[src/rtl/decoder_nto2n_seq_if.sv]
`default_nettype none
// ============================================================================
// Module      : decoder_nto2n_seq_if
// Description : Request/select bundle for decoder_nto2n_seq.
//               master drives the request (iValid, iIn, iClr);
//               slave returns oReady and the registered select
//               (oOut, oIdx, oActive).
// Revision    : 1.0 - initial release
// ============================================================================
interface decoder_nto2n_seq_if #(
  parameter int N = 3
) ();
  logic              iValid;
  logic [N-1:0]      iIn;
  logic              iClr;
  logic              oReady;
  logic [2**N-1:0]   oOut;
  logic [N-1:0]      oIdx;
  logic              oActive;

  modport master (
    output iValid, iIn, iClr,
    input  oReady, oOut, oIdx, oActive
  );

  modport slave (
    input  iValid, iIn, iClr,
    output oReady, oOut, oIdx, oActive
  );
endinterface
`default_nettype wire

[src/rtl/decoder_nto2n_seq.sv]
`default_nettype none
// ============================================================================
// Module      : decoder_nto2n_seq
// Description : Registered binary-to-one-hot decoder with valid/ready
//               handshake. MODE=0 latches the decoded line until replaced or
//               cleared; MODE=1 drives it for PULSE_LEN cycles then releases.
// Ports       : iClk    - clock, rising edge
//               iRst    - synchronous active-high reset
//               bus     - slave side of decoder_nto2n_seq_if
//                         (iValid/iIn/iClr in; oReady/oOut/oIdx/oActive out)
// Revision    : 1.0 - initial release
// ============================================================================
module decoder_nto2n_seq #(
  parameter int N          = 3,
  parameter int MODE       = 0,
  parameter int PULSE_LEN  = 1,
  parameter int ACTIVE_LOW = 0
) (
  input  logic                 iClk,
  input  logic                 iRst,
  decoder_nto2n_seq_if.slave   bus
);

  localparam int              W        = 2**N;
  // Output value when nothing is selected; XOR with a one-hot word gives
  // the correctly polarised select.
  localparam logic [W-1:0]    IDLE_OUT = (ACTIVE_LOW != 0) ? {W{1'b1}} : {W{1'b0}};
  localparam logic [7:0]      CNT_LOAD = 8'(PULSE_LEN - 1);

  typedef enum logic [1:0] {
    S_IDLE   = 2'd0,
    S_HOLD   = 2'd1,
    S_ACTIVE = 2'd2
  } state_t;

  state_t          state_q, state_d;
  logic [7:0]      cnt_q,    cnt_d;
  logic [N-1:0]    idx_q,    idx_d;
  logic [W-1:0]    out_q,    out_d;
  logic            active_q, active_d;

  logic            ready;
  logic            accept;

  // Reset and clear both block acceptance so the edge priority
  // iRst > iClr > accept is visible on the handshake itself.
  assign ready  = !iRst && !bus.iClr && (state_q != S_ACTIVE);
  assign accept = bus.iValid && ready;

  always_comb begin
    state_d  = state_q;
    cnt_d    = cnt_q;
    idx_d    = idx_q;
    out_d    = out_q;
    active_d = active_q;

    case (state_q)
      S_IDLE, S_HOLD: begin
        if (bus.iClr) begin
          state_d  = S_IDLE;
          out_d    = IDLE_OUT;
          active_d = 1'b0;
        end else if (accept) begin
          // A new accept in HOLD simply replaces the selection.
          state_d  = (MODE != 0) ? S_ACTIVE : S_HOLD;
          cnt_d    = (MODE != 0) ? CNT_LOAD : 8'd0;
          idx_d    = bus.iIn;
          out_d    = (W'(1) << bus.iIn) ^ IDLE_OUT;
          active_d = 1'b1;
        end
      end
      S_ACTIVE: begin
        if (bus.iClr || (cnt_q == 8'd0)) begin
          // Abort or natural end of pulse; remaining count is discarded.
          state_d  = S_IDLE;
          cnt_d    = 8'd0;
          out_d    = IDLE_OUT;
          active_d = 1'b0;
        end else begin
          cnt_d = cnt_q - 8'd1;
        end
      end
      default: begin
        state_d  = S_IDLE;
        cnt_d    = 8'd0;
        out_d    = IDLE_OUT;
        active_d = 1'b0;
      end
    endcase
  end

  always_ff @(posedge iClk) begin
    if (iRst) begin
      state_q  <= S_IDLE;
      cnt_q    <= 8'd0;
      idx_q    <= '0;
      out_q    <= IDLE_OUT;
      active_q <= 1'b0;
    end else begin
      state_q  <= state_d;
      cnt_q    <= cnt_d;
      idx_q    <= idx_d;
      out_q    <= out_d;
      active_q <= active_d;
    end
  end

  assign bus.oReady  = ready;
  assign bus.oOut    = out_q;
  assign bus.oIdx    = idx_q;
  assign bus.oActive = active_q;

endmodule
`default_nettype wire

[src/flat_wrapper.sv]
// flat-port wrapper written by rule: the top's interface ports become plain ports
module decoder_nto2n_seq_flat 
#(
  parameter int N          = 3,
  parameter int MODE       = 0,
  parameter int PULSE_LEN  = 1,
  parameter int ACTIVE_LOW = 0
)
  (iClk, iRst, bus_iValid, bus_iIn, bus_iClr, bus_oReady, bus_oOut, bus_oIdx, bus_oActive);
  decoder_nto2n_seq_if #(.N(N)) bus_i ();
  input  logic iClk;
  input  logic iRst;
  input wire logic [$bits(bus_i.iValid)-1:0] bus_iValid;
  input wire logic [$bits(bus_i.iIn)-1:0] bus_iIn;
  input wire logic [$bits(bus_i.iClr)-1:0] bus_iClr;
  output wire logic [$bits(bus_i.oReady)-1:0] bus_oReady;
  output wire logic [$bits(bus_i.oOut)-1:0] bus_oOut;
  output wire logic [$bits(bus_i.oIdx)-1:0] bus_oIdx;
  output wire logic [$bits(bus_i.oActive)-1:0] bus_oActive;
  assign bus_i.iValid = bus_iValid;
  assign bus_i.iIn = bus_iIn;
  assign bus_i.iClr = bus_iClr;
  assign bus_oReady = bus_i.oReady;
  assign bus_oOut = bus_i.oOut;
  assign bus_oIdx = bus_i.oIdx;
  assign bus_oActive = bus_i.oActive;
  decoder_nto2n_seq #(.N(N), .MODE(MODE), .PULSE_LEN(PULSE_LEN), .ACTIVE_LOW(ACTIVE_LOW)) u_core (.iClk(iClk), .iRst(iRst), .bus(bus_i));
endmodule
[config.mk]
export PLATFORM = sky130hd
export DESIGN_NAME = decoder_nto2n_seq_flat
export DESIGN_NICKNAME = d
export VERILOG_FILES = /design/src/rtl/decoder_nto2n_seq_if.sv /design/src/rtl/decoder_nto2n_seq.sv /design/src/flat_wrapper.sv
export SDC_FILE = /design/constraint.sdc
export NUM_CORES = 1
export LEC_CHECK = 0
export ABC_AREA = 1
export CORE_AREA = 2 2 39 41
export DETAILED_ROUTE_END_ITERATION = 12
export DIE_AREA = 0 0 41 43
export PLACE_DENSITY = 0.71
export SLEW_MARGIN = 20
export SYNTH_ARGS = -nofsm -noshare
export SYNTH_HDL_FRONTEND = slang
export SYNTH_SLANG_ARGS = --single-unit
export TNS_END_PERCENT = 30
[constraint.sdc]
create_clock -name iClk -period 1.3 [get_ports iClk]
set_clock_uncertainty 0.1 [all_clocks]
set_input_delay 0.325 -clock iClk [delete_from_list [all_inputs] [get_ports iClk]]
set_output_delay 0.325 -clock iClk [all_outputs]
set_load 0.05 [all_outputs]
==> results.toml, run 1 <==
[sta]
relSlewSlack = 0.8559
rsz0062_at_grt = "yes"
holdWs_ps = 402.0
finalCritPeriodShare = 0.9786
setup_viol = 0
period_needed_ps = 1272
tightest_slew_ps = 215.5
hold_viol = 0
slew_viol_final = 0
fmax_mhz = 786.1

[power]
p_int_uw = 621.6
p_leak_nw = 0.3629
seqPwrFrac = 0.462
pwr-share-clk = 0.346
p_sw_uw = 209.5
powerDensity_nw_per_um2 = 920.0
comb_power_share = 0.192
swShare = 0.2521
max-vdd-ir-drop_v = 0.0007449

[drt]
drc_errors = 0
routed_via_density = 5.067
first_iter_violations = 9
wl_met1_um = 488
drt_pass1_iterations = 4
wl_mm = 1.172
highest_layer = "met4"
wl_met3_um = 61
wl_met2_um = 573
final_antenna_net_count = 0
vias = 527
wire_per_inst_um = 11.27

[setup_path]
crit_start = "bus_iClr"
r2r-start = "u_core.bus.oOut[0]"
startpoint_type = "input port"
cp-end-kind = "primary output"
worstPathMaxFanout = 2
arrival_ps = 850
required_ps = 880
crit_type = "in2out"

[logic_synthesis]
ys_top_cells_by_count = "nand2_1 (13), dfxtp_1 (12), a21oi_1 (9)"
synth_area_leaders = "dfxtp_1 (48%), nand4_1 (10%), nand2_1 (9.8%)"
dominantRegCellSynth = "dfxtp_1"
synthesis.nets = 67
yosys_warnings = 0
synth_enable_flop_cells = 0
synth_largest_area_cell = "dfxtp_1"
seq_area_frac_synth = 0.4836
synth_top_area_share = 0.4836
synthDistinctLibCells = 12
syn-instance-count = 60
netlist_area_um2 = 496.7
syn_avg_cell_area_um2 = 8.279
ys_ff_latch = 12
synth.most_common_cell = "nand2_1"
async_reset_ff_frac = 0

[final_layout]
antenna_cells = 0
final_layout_size_suffix_gt1_frac = 0.3068
syn_to_final_growth_pct = 81.86
fillCellCount = 110
final_area_um2 = 903.4
nNetsFinal = 96

[floorplanning]
ios = 20
die_x_um = 41
initial_core_util = 0.3590
fp.dieH_um = 43
die_area_um2 = 1763
rows = 14
core_um2 = 1384

[placement]
placed_area_um2 = 859.6
port_buffers = 19
place_congestion = 0.7073
hpwl_um = 875.1

[clock_network]
clk_latency_ps = 270
numClockSinks = 12
cts_buffers = 3
cts_hold_buffers = 0
cts_tree = "yes"
cts_root_buffer = "clkbuf_4"
htree_levels = 1
clk_pin_slew_ps = 70
cts_buffer_depth = 2

[worst_hold_path]
min-delay-start = "u_core.state_q[0]"
hold_class = "reg2reg"

[outcome]
status = "complete, no violations"

[global_routing]
grt_max_degree = 11
grt_pass1_vias = 491
antenna_found_initial = 0
grt_first_pass_wirelength_mm = 1.883
grt_overflow_total = 0
grt_use_total = 0.1646

[run]
maxCapViolCount = 0
per-stage QoR:
step                power (mW)  TNS, ps  worst slack, ps  cells  utilization
floorplan               0.4658        0            129.9     60            -
global placement        0.5488    -3126           -271.7     99       0.6212
detailed placement      0.5509    -3446           -320.3     99       0.6212
CTS                     0.8459        0            26.04    104       0.6528
global route            0.8673   -10.65           -10.65    104       0.6528
finish                  0.8311        0            27.88    104       0.6528
placed cells by master (no fill, tap or decap), drive strengths merged, types with 3 or more instances in the layout:
cell	count
nor2	4
a21oi	10
nand2	13
buf	21
clkbuf	4
nand3	3
nand4	8
dfxtp	12
inv	5
clkdlybuf4s50	4
sequential cells by signal, summed over array words and instances (netlist names):
signal           cells
u_core.state_q       1
u_core.bus.oOut      8
u_core.bus.oIdx      3
worst max-delay path, cell delays in order:
cell and delay (ps):
clkdlybuf4s15_1 220, nor2_4 160, buf_12 140
cell families (layout without fill, tap and decap cells):
logic type             after synthesis  in the layout  share of synthesized area
AOI/OAI and AO/OA                   12             12                     0.1436
buffers and inverters                8             36                    0.09824
and+or+nand+nor                     28             28                     0.2746
DFF                                 12             12                     0.4836
what timing repair did:
item                       4_1_cts  5_1_grt
pin swaps                        1        0
setup buffers                    1        0
setup endpoints to repair        6        1
resized for setup                4        0
worst paths after layout:
check	cells after the start	endpoint	slack, ps
min reg2reg	2	u_core.state_q[0]	400
min	2	u_core.state_q[0]	400
max	3	bus_oReady	30
max reg2reg	2	u_core.bus.oOut[0]	520
final cells by class:
type / instances / area (µm²) / share of cell area
Inverter: 5 / 18.77 / 0.02078
Sequential cell: 12 / 240.2 / 0.2659
Timing Repair Buffer: 27 / 380.4 / 0.4211
Tap cell: 16 / 20.02 / 0.02216
Multi-Input combinational cell: 40 / 207.7 / 0.2299
Clock buffer: 4 / 36.28 / 0.04017
layer usage:
| metal | track usage | vias to the layer above |
|---|---|---|
| li1 | - | 265 |
| met1 | 0.1770 | 239 |
| met2 | 0.2469 | 18 |
| met3 | 0.03141 | 5 |
| met4 | 0.1600 | 0 |
| met5 | 0 | - |
power by group through the flow:
stage                     clock (mW)  combinational, mW  sequential (mW)
after floorplan                    0             0.0498            0.416
after global placement             0              0.157            0.392
after detailed placement           0              0.158            0.393
after CTS                      0.302              0.160            0.384
after global routing           0.313              0.170            0.384
final                          0.288              0.160            0.384
(Power assumes the default switching activity.)
==> run 2, diff against run 1 <==
ABC_CLOCK_PERIOD_IN_PS = 1300   (was default)
==> results of run 2 <==
No change in the layout: final DEF, timing and power equal those of run 1.
